**src/rtl/int_logic_fu.sv**
```systemverilog
// Multi-cycle OR/AND/XOR/SUB functional unit with issue and write-back handshakes, one op in flight.
// Optional result flags (wb_zero, wb_neg) are enabled by defining INT_LOGIC_FU_FLAGS_EN.
module int_logic_fu #(
  parameter int unsigned W       = 16,
  parameter int unsigned TAG_W   = 5,
  parameter int unsigned LATENCY = 2
) (
  input  logic             clk,
  input  logic             rst_n,
  input  logic             issue_valid,
  output logic             issue_ready,
  input  logic [1:0]       issue_op,
  input  logic [W-1:0]     issue_a,
  input  logic [W-1:0]     issue_b,
  input  logic [TAG_W-1:0] issue_tag,
  input  logic             flush,
  output logic             busy,
  output logic             wb_valid,
  input  logic             wb_ack,
  output logic [W-1:0]     wb_result,
  output logic [TAG_W-1:0] wb_tag
`ifdef INT_LOGIC_FU_FLAGS_EN
  ,
  output logic             wb_zero,
  output logic             wb_neg
`endif
);

  localparam int unsigned CNT_W = (LATENCY > 2) ? $clog2(LATENCY - 1) : 1;
  localparam logic [CNT_W-1:0] CNT_INIT = (LATENCY >= 2) ? CNT_W'(LATENCY - 2) : '0;

  typedef enum logic [1:0] {
    S_IDLE,
    S_EXEC,
    S_DONE
  } state_t;

  state_t             state_q, state_d;
  logic [CNT_W-1:0]   cnt_q, cnt_d;
  logic [W-1:0]       result_q, result_d;
  logic [TAG_W-1:0]   tag_q, tag_d;
  logic [W-1:0]       alu_res;
  logic               accept;

  always_comb begin
    alu_res = '0;
    unique case (issue_op)
      2'b00:   alu_res = issue_a | issue_b;
      2'b01:   alu_res = issue_a & issue_b;
      2'b10:   alu_res = issue_a ^ issue_b;
      default: alu_res = issue_a - issue_b;
    endcase
  end

  assign issue_ready = (state_q == S_IDLE) && !flush;
  assign accept      = issue_valid && issue_ready;
  assign busy        = (state_q != S_IDLE);
  assign wb_valid    = (state_q == S_DONE);
  assign wb_result   = result_q;
  assign wb_tag      = tag_q;

  // Flush overrides every transition, including an ack in DONE.
  always_comb begin
    state_d  = state_q;
    cnt_d    = cnt_q;
    result_d = result_q;
    tag_d    = tag_q;
    if (flush) begin
      state_d = S_IDLE;
    end else begin
      unique case (state_q)
        S_IDLE: begin
          if (accept) begin
            state_d  = (LATENCY == 1) ? S_DONE : S_EXEC;
            cnt_d    = CNT_INIT;
            result_d = alu_res;
            tag_d    = issue_tag;
          end
        end
        S_EXEC: begin
          if (cnt_q == '0) state_d = S_DONE;
          else             cnt_d   = cnt_q - 1'b1;
        end
        S_DONE: begin
          if (wb_ack) state_d = S_IDLE;
        end
        default: state_d = S_IDLE;
      endcase
    end
  end

  always_ff @(posedge clk or negedge rst_n) begin
    if (!rst_n) begin
      state_q  <= S_IDLE;
      cnt_q    <= '0;
      result_q <= '0;
      tag_q    <= '0;
    end else begin
      state_q  <= state_d;
      cnt_q    <= cnt_d;
      result_q <= result_d;
      tag_q    <= tag_d;
    end
  end

`ifdef INT_LOGIC_FU_FLAGS_EN
  logic zero_q, zero_d;
  logic neg_q, neg_d;

  always_comb begin
    zero_d = zero_q;
    neg_d  = neg_q;
    if (accept) begin
      zero_d = (alu_res == '0);
      neg_d  = alu_res[W-1];
    end
  end

  always_ff @(posedge clk or negedge rst_n) begin
    if (!rst_n) begin
      zero_q <= 1'b0;
      neg_q  <= 1'b0;
    end else begin
      zero_q <= zero_d;
      neg_q  <= neg_d;
    end
  end

  assign wb_zero = zero_q;
  assign wb_neg  = neg_q;
`endif

endmodule

```
**config.mk**
```make
export PLATFORM = sky130hd
export DESIGN_NAME = int_logic_fu
export DESIGN_NICKNAME = d
export VERILOG_FILES = /design/src/rtl/int_logic_fu.sv
export SDC_FILE = /design/constraint.sdc
export NUM_CORES = 1
export LEC_CHECK = 0
export ABC_CLOCK_PERIOD_IN_PS = 1800
export BUFFER_PORTS_ARGS = -buffer_cell sky130_fd_sc_hd__buf_4
export CAP_MARGIN = 20
export CELL_PAD_IN_SITES_DETAIL_PLACEMENT = 1
export CELL_PAD_IN_SITES_GLOBAL_PLACEMENT = 2
export CORE_MARGIN = 4
export CORE_UTILIZATION = 31
export CTS_CLUSTER_DIAMETER = 100
export CTS_CLUSTER_SIZE = 14
export DETAILED_ROUTE_END_ITERATION = 6
export PLACE_DENSITY_LB_ADDON = 0.25
export SLEW_MARGIN = 20
export SYNTH_ARGS = -nofsm -noshare
export SYNTH_HDL_FRONTEND = slang
export SYNTH_SLANG_ARGS = --single-unit
```
**constraint.sdc**
```tcl
create_clock -name clk -period 1.8 [get_ports clk]
set_input_delay 0.27 -clock clk [delete_from_list [all_inputs] [get_ports clk]]
set_output_delay 0.27 -clock clk [all_outputs]
set_load 0.01 [all_outputs]
```
# Yosys cells after proc, flatten, opt, wreduce, memory -nomap -nowiden
# Cells that the tools add are included.
[totals]
out_inout_bits = 24
input_bits = 44
reg_bits = 24
wordCells = 37
[classes]
reduce_logical = 10
addsub = 2
bitwise = 4
mux = 9
eq_ne = 8
[op_table]
columns = ["operator", "count"]
rows = [
  ["$pmux W16 S3", 1],
  ["$and A16 B16 Y16", 1],
  ["$or A16 B16 Y16", 1],
  ["$sub A16 B16 Y16", 1],
  ["$xor A16 B16 Y16", 1],
  ["$reduce_and A3 Y1", 3],
  ["$mux W2", 4],
  ["$ne A3 B3 Y1 const B", 2],
  ["$pmux W2 S3", 1],
  ["$eq A2 B1 Y1 const B", 2],
  ["$eq A2 B2 Y1 const B", 2],
  ["$logic_not A2 Y1", 2],
  ["$reduce_bool A2 Y1", 2],
  ["$ne A3 B2 Y1 const B", 1],
  ["$logic_and A1 B1 Y1", 2],
  ["$mux W1", 2],
  ["$ne A2 B2 Y1 const B", 1],
  ["$pmux W1 S2", 1],
  ["$logic_not A1 Y1", 1],
  ["$not A1 Y1", 1],
  ["$sub A1 B1 Y1 const B", 1],
]

# Longest topological paths before layout
# Gate-level depths: netlist of run 1.
[logic_depth]
ltp_word = 6
mapped_depth = 9

# Worst setup path before layout of run 1
# Ideal clock, no wire load.
[synth_path]
kind = "input to register"
from = "input port issue_a[0]"
to = "register result_q[10] (netlist: wb_result[10])"
arrival_ns = 2.000
setup_ns = 0.121
path_stages = 9
path_slack_ns = -0.321
n_path_buf = 0
cell_sequence = "inv_1 -> ha_1 -> fa_1 -> o21bai_1 -> a2111oi_4 -> nor4_2 -> nor3_1 -> nand3b_1 -> a22o_1"
[synth_between]
elab_chain_len = 2
[synth_lines]
columns = ["item", "line_no", "rtl"]
rows = [
  ["start: declaration", "13", "input logic [W-1:0] issue_a,"],
  ["$sub A16 B16 Y16", "51", "default: alu_res = issue_a - issue_b;"],
  ["$pmux W16 S3", "47", "unique case (issue_op)"],
  ["end signal: assignment", "101", "result_q <= result_d;"],
  ["end: declaration", "40", "logic [W-1:0] result_q, result_d;"],
]
# No other way between the ends.
# A chain may end at the register's enable or synchronous reset.

# Worst setup path in the final report of run 1
[layout_path]
from = "input port issue_b[10]"
to = "register result_q[15] (netlist: wb_result[15])"
[layout_between]
elab_chain_len = 2
[layout_lines]
columns = ["item", "line_no", "rtl"]
rows = [
  ["start: declaration", "14", "input logic [W-1:0] issue_b,"],
  ["$sub A16 B16 Y16", "51", ""],
  ["$pmux W16 S3", "47", ""],
]
# No other way between the ends.

==> summary.md, run 1 <==
| Metric | Value |
|---|---|
| Syn Inst Count | `around 330` |
| Multi-input logic area | `2011 um2` |
| Final instance area | `slightly below 4000 um2` |
| Dpl cells | `545` |
| Die area | `approximately 10000 um2` |
| Drt wl/cell | `~15 um` |
| Syn_area_per_cell | `a little under 8 um2` |
| Sequential share of power | `32.0%` |
| Clk_lat worst skew | `roughly 0.27 ns` |
| GP Congestion | `slightly below 0.8` |
| Layout cells sized above 1 | `between 30% and 40%` |
| Die height | `approximately 100 um` |
| GRT Residual Overflow | `0` |
| Synth top area share | `approximately 22%` |
| Placed Area | `between 3000 and 4000 um2` |
| Unique masters post-synth | `50` |
| Outcome | `completed` |
| Largest cells by area after synthesis | `ha_1 (22%), dfrtp_1 (22%), inv_1 (6.5%), nand2_1 (5.7%), a21oi_1 (4.8%)` |
| Synth Register Bits | `23` |
| Drt first pass iters | `4` |
| Max Buffers Root-to-Sink | `2` |
| DRC | `0` |
| Most common cell after layout, fill and taps aside | `buf_4` |
| Startpoint type of the worst setup path | `input port` |
| Static Leak | `1.989 nW` |
| Antenna violations before repair | `0` |
| Vias in the first global route | `between 2000 and 3000` |
| Ys Warns | `0` |
| P&R area growth vs syn | `51.34%` |
| Worst EP required | `just under 2 ns` |
| Max-slew violation count | `0` |
| Max VDD drop | `about 0.00024 V` |
| Most frequent cells in the layout | `buf_4 (125), nand2_1 (40), ha_1 (39)` |
| Worst-path fanout max | `4` |
| Worst relative slew slack | `a little under three quarters` |
| Num rows | `33` |
| Root Buffer | `clkbuf_8` |
| Die W | `~100 um` |
| Final nets | `between 500 and 600` |
| Vias per cell | `~4.8` |
| TritonCTS clock tree | `built` |
| Syn nets | `around 420` |
| Detailed Route Iter0 Violations | `66` |
| Starting Density | `31.86%` |
| Final period util | `99.76%` |
| Post-synth EDFFs | `0` |
| Via count | `roughly 2700` |
| FILL cells | `slightly above 1000` |
| CTS Sinks | `23` |
| First-pass GRT wire length | `approximately 14000 um` |
| Crit end category | `flip-flop` |
| Pin count of the biggest net entering global routing | `28` |
| Clk pwr share | `15.1%` |
| Max Clock Skew | `0.007520 ns` |
| # diodes | `0` |
| Main synth FF type | `dfrtp_1` |
| Clock transition at path regs | `approximately 0.090 ns` |
| Max Fclk | `around 0.56 GHz` |
| Synthesized cell area | `2618 um2` |
| WHS | `0.1509 ns` |
| Post-DP HPWL | `7016 um` |
| Switching Fraction | `36.94%` |
| Crit path DAT | `just under 2 ns` |
| H-tree levels | `1` |
| Switching pwr | `slightly below 800 uW` |
| Max_cap viols | `0` |
| Cell Pwr Density | `between 500 and 600 nW/um2` |
| Post-route insts no fill | `556` |
| Register area | `between 500 and 600 um2` |
| Final Hold Viols | `0` |
| Core Box Area | `about 8000 um2` |
| CTS Buf Count | `3` |
| # setup viols final | `0` |
| Post-synth ARST share | `100.0%` |
| Fin crit period | `1.796 ns` |
| Power Total | `between 2 and 2.5 mW` |
| CP Class | `input port to flip-flop` |
| Synth area leader | `ha_1` |
| Internal power | `around 1.3 mW` |
| RSZ-0062 raised after global routing | `true` |
| Worst-margin pin slew | `roughly 0.41 ns` |
| Logic pwr share | `roughly 53%` |
| IO Port Bufs | `between 60 and 70` |
| Worst hold-check path type | `input port to flip-flop` |
| Detail Route Antenna Nets | `0` |
| Total Routing Usage GR | `17.24%` |
| Sequential area share after synthesis | `~22%` |
| I/O Pins | `68` |
| Post-Route WL | `8505 um` |
routing by layer:
layer / part of all wire (%) / track usage [%]
met1: 46 / 22.88
met2: 49 / 31.14
met3: 3.9 / 1.112
met4: 0.53 / 2.836
met5: 0 / 0
sequential cells by signal, indices dropped and copies added (netlist names):
register   count
wb_result     16
wb_tag         5
state_q        2
critical path, cell delays in order:
cell and delay [ns]:
buf_4 0.13, inv_12 0.03, ha_4 0.25, or4_4 0.56, nor4b_4 0.29, a2111oi_4 0.12, mux2i_1 0.17, o211ai_1 0.11
worst paths after layout:
kind | startpoint | to | slack, ns | cells after the start
max | issue_b[10] | wb_result[15] | 0.004 | 8
min | flush | state_q[1] | 0.15 | 2
max reg2reg | state_q[1] | wb_result[15] | 0.19 | 6
min reg2reg | wb_result[3] | wb_result[3] | 0.48 | 2
max in group asynchronous | rst_n | wb_result[7] | 1.14 | 2
min in group asynchronous | rst_n | wb_result[6] | 0.43 | 2
stage by stage:
stage / utilization, % / TNS, ns / setup WS (ns)
after floorplan: - / -0.1749 / -0.1116
after global placement: 44.92 / -2.318 / -0.3034
after detailed placement: 44.92 / -2.890 / -0.3828
after CTS: 46.79 / -0.01304 / -0.01304
after global routing: 48.21 / -0.2605 / -0.07782
final: 48.21 / 0 / 0.004255
cell type report:
class                   count  share of cell area (%)
clock inverters             1                  0.1263
clock buffers               3                   1.042
inverters                  45                   4.769
well taps                 105                   3.316
flip-flops and latches     23                   14.53
multi-input cells         248                   50.76
repair buffers            131                   25.46
kinds of logic (layout without fill, tap and decap cells):
group	Yosys count	count (layout)	share of synthesized area [%]
DFF	23	23	21.99
adders and majority gates	48	48	23.23
and+or+nand+nor	106	106	19.65
xor gates and xnor gates	8	8	2.677
AOI/OAI and AO/OA	80	80	20.65
muxes	6	6	2.772
buffers and inverters	60	180	9.034
cells in the mapped netlist (2+ instances only):
| library cell | n |
|---|---|
| mux2i_1 | 5 |
| nor2b_1 | 6 |
| o22ai_1 | 2 |
| nand2b_1 | 4 |
| a211oi_1 | 6 |
| o21bai_1 | 2 |
| ha_1 | 47 |
| nor3_1 | 7 |
| a22o_1 | 2 |
| nand2_1 | 40 |
| a21oi_1 | 25 |
| a211o_1 | 2 |
| o311ai_0 | 2 |
| nor4_2 | 2 |
| o211ai_1 | 5 |
| or4_1 | 2 |
| xnor2_1 | 8 |
| inv_1 | 45 |
| o21ai_0 | 20 |
| nor2_1 | 29 |
| clkbuf_1 | 11 |
| nor4_1 | 3 |
| dfrtp_1 | 23 |
| nand3_1 | 5 |
| and3_1 | 2 |
| buf_2 | 2 |
power by group through the flow:
stage / Sequential [mW] / Clock [mW] / Combinational (mW)
2_1_floorplan: 0.734 / 0 / 0.472
3_3_place_gp: 0.687 / 0 / 1.03
3_5_place_dp: 0.693 / 0 / 1.06
4_1_cts: 0.684 / 0.334 / 1.10
5_1_grt: 0.697 / 0.359 / 1.25
6_report: 0.683 / 0.322 / 1.13
what timing repair did:
item / 4_1_cts / 5_1_grt
hold buffers: 1 / 0
setup endpoints to repair: 5 / 10
pin swaps: 12 / 18
setup buffers: 3 / 4
hold endpoints to repair: 23 / 0
resized for setup: 15 / 25
Note: power is estimated with default switching activity, not from simulation.
==> run 2, diff against run 1 <==
- SETUP_SLACK_MARGIN: unset -> 0.4
==> run 2 against run 1 <==
The flow now finishes with violations (negative setup slack); via count up 6.4%; clock skew fell by 0.0053 ns; worst setup slack got worse by 0.061 ns; sequential power about the same; power is 12% higher; global-route usage rose by 1.6 points; largest cell class unchanged; largest power group unchanged.
==> summary.md, run 2 (synthesis gave the netlist of run 1 again) <==
| Metric | Value |
|---|---|
| Die height | `99.89 um (unchanged)` |
| Worst hold-check path type | `input port to flip-flop` |
| CP Class | `input port to flip-flop` |
| Setup crit start | `issue_b[11]` |
| Post-DP HPWL | `7414 um (+5.7%)` |
| Vias in the first global route | `3061 (+8.7%)` |
| RSZ-0062 raised after global routing | `true` |
| Switching Fraction | `37.86% (+0.92 points)` |
| Pin count of the biggest net entering global routing | `24 (-14%)` |
| Switching pwr | `907.9 uW (+15%)` |
| Layout cells sized above 1 | `51.61% (+12 points)` |
| Crit path DAT | `2.00 ns (+0.06 ns)` |
| Die area | `9978 um2 (unchanged)` |
| Num rows | `33 (unchanged)` |
| TritonCTS clock tree | `built` |
| Total Routing Usage GR | `18.86% (+1.6 points)` |
| Post-Route WL | `9591 um (+13%)` |
| Final core occ | `55.55% (+7.3 points)` |
| I/O Pins | `68 (unchanged)` |
| Most common cell after layout, fill and taps aside | `buf_4` |
| Max Clock Skew | `0.002173 ns (-0.005346 ns)` |
| # diodes | `0 (unchanged)` |
| GP Congestion | `0.8629 (+8.7%)` |
| Antenna violations before repair | `0 (unchanged)` |
| Most frequent cells in the layout | `buf_4 (121), nand2_1 (38), ha_1 (27)` |
| Core Box Area | `8217 um2 (unchanged)` |
| IO Port Bufs | `67 (unchanged)` |
| FILL cells | `978 (-5.8%)` |
| Final period util | `103.2% (+3.4 points)` |
| Dpl cells | `552 (+1.3%)` |
| Max Fclk | `0.5385 GHz (-3.3%)` |
| Worst EP required | `1.94 ns (about the same)` |
| Fin crit period | `1.857 ns (+0.06114 ns)` |
| Worst-path fanout max | `4 (unchanged)` |
| Post-route insts no fill | `570 (+2.5%)` |
| Drt first pass iters | `4 (unchanged)` |
| Final Hold Viols | `0 (unchanged)` |
| Final instance area | `4564 um2 (+15%)` |
| TNS Setup | `-0.08724 ns (-0.08724 ns)` |
| Via count | `2861 (+6.4%)` |
| Placed Area | `3993 um2 (+8.2%)` |
| # setup viols final | `3 (+3)` |
| P&R area growth vs syn | `74.38%` |
| CTS Sinks | `23 (unchanged)` |
| Detailed Route Iter0 Violations | `78 (+18%)` |
| Outcome | `finished, violations left` |
| Crit end category | `flip-flop` |
| Die W | `99.89 um (unchanged)` |
| Vias per cell | `5.019 (+3.8%)` |
| Sequential share of power | `28.6% (-3.4 points)` |
| Worst relative slew slack | `72.99% (+1.3 points)` |
| Failing checks | `negative setup slack` |
| Worst slack at placement | `-0.3671 ns (+0.01572 ns)` |
| Drt wl/cell | `16.83 um (+10%)` |
| Starting Density | `31.86% (unchanged)` |
| Max_cap viols | `0 (unchanged)` |
| DRC | `0 (unchanged)` |
| Static Leak | `2.133 nW (+7.2%)` |
| Max FFs per register | `16 (unchanged)` |
| Clock transition at path regs | `0.08 ns (about the same)` |
| Hold Crit Start | `flush` |
| Final nets | `558 (+2.6%)` |
| Logic pwr share | `58.0% (+5.0 points)` |
| H-tree levels | `1 (unchanged)` |
| Internal power | `1.490 mW (+11%)` |
| Detail Route Antenna Nets | `0 (unchanged)` |
| PnR worst setup slack | `-0.05689 ns (-0.06114 ns)` |
| Max VDD drop | `0.0002766 V (+15%)` |
| Max-slew violation count | `0 (unchanged)` |
| Worst R2R Start | `state_q[1]` |
| Clk pwr share | `13.4% (-1.7 points)` |
| GRT Residual Overflow | `0 (unchanged)` |
| Root Buffer | `clkbuf_8` |
| First-pass GRT wire length | `15190 um (+8.7%)` |
| Worst-margin pin slew | `0.4051 ns (-0.008264 ns)` |
| CTS Buf Count | `3 (unchanged)` |
| Cell Pwr Density | `525.4 nW/um2 (-2.6%)` |
| Max Buffers Root-to-Sink | `2 (unchanged)` |
| Clk_lat worst skew | `0.26 ns (about the same)` |
| Startpoint type of the worst setup path | `input port` |
run 2: changes by cell type in the layout (fill, tap and decap cells not counted), moves of 5 or more:
cell / previous run / this run
buf_6: 4 / 16
ha_4: 8 / 16
inv_4: 3 / 8
ha_1: 39 / 27
nor2_4: 1 / 6
o21ai_1: 2 / 11
nor2_1: 28 / 22
o21ai_0: 17 / 6
inv_1: 35 / 22
run 2: area by class of cell:
class | instances | area [um2] | share of cell area [%]
clock buffer | 3 | 41.29 | 0.9046
clock inverter | 1 | 5.005 | 0.1096
inverter | 45 | 235.2 | 5.154
multi-input combinational | 248 | 2357 | 51.64
sequential | 23 | 575.6 | 12.61
tap | 105 | 131.4 | 2.878
timing repair buffer | 145 | 1219 | 26.70
run 2: power by group through the flow:
stage               clock network [mW]  registers (mW)  logic [mW]
CTS                              0.336           0.687        1.27
detailed placement                   0           0.698        1.18
floorplan                            0           0.734       0.553
global placement                     0           0.691        1.14
global route                     0.355           0.704        1.52
finish                           0.321           0.686        1.39
run 2: layer usage:
metal / vias to the layer above / GRT usage (%) / part of all wire (%)
met5: - / 0 / 0
met4: 0 / 3.571 / 0.71
met3: 6 / 2.085 / 4.3
met2: 59 / 34.48 / 52
met1: 1408 / 23.95 / 43
li1: 1388 / - / -
run 2: path summary, 6_finish.rpt:
check                      slack, ns  cells after the start       endpoint
setup / recovery               -0.06                      9  wb_result[15]
hold / removal                  0.18                      2     state_q[1]
setup reg to reg                0.26                      7  wb_result[14]
hold reg to reg                 0.49                      2      wb_tag[0]
max in group asynchronous       1.14                      2  wb_result[14]
min in group asynchronous       0.43                      2      wb_tag[2]
run 2: stage by stage:
| stage | hold WS (ns) | power, mW |
|---|---|---|
| 4_1_cts | 0.1598 | 2.291 |
| 2_1_floorplan | -0.02559 | 1.287 |
| 6_report | 0.1829 | 2.398 |
| 3_3_place_gp | 0.1816 | 1.834 |
| 5_1_grt | 0.1845 | 2.574 |
| 3_5_place_dp | 0.1830 | 1.878 |
run 2: worst max-delay path, stage by stage:
cell and delay [ns]:
buf_4 0.12, inv_2 0.07, ha_4 0.21, buf_4 0.14, or4_1 0.52, a21oi_1 0.26
a2111oi_4 0.10, mux2i_1 0.20, o211ai_1 0.11
run 2: timing repair:
item                       4_1_cts  5_1_grt
hold endpoints to repair        23        0
gates cloned                     0        0
buffers inserted                 7        6
setup endpoints to repair       13       22
pin swaps                       29       26
resized for setup               55       55
hold buffers                     1        0
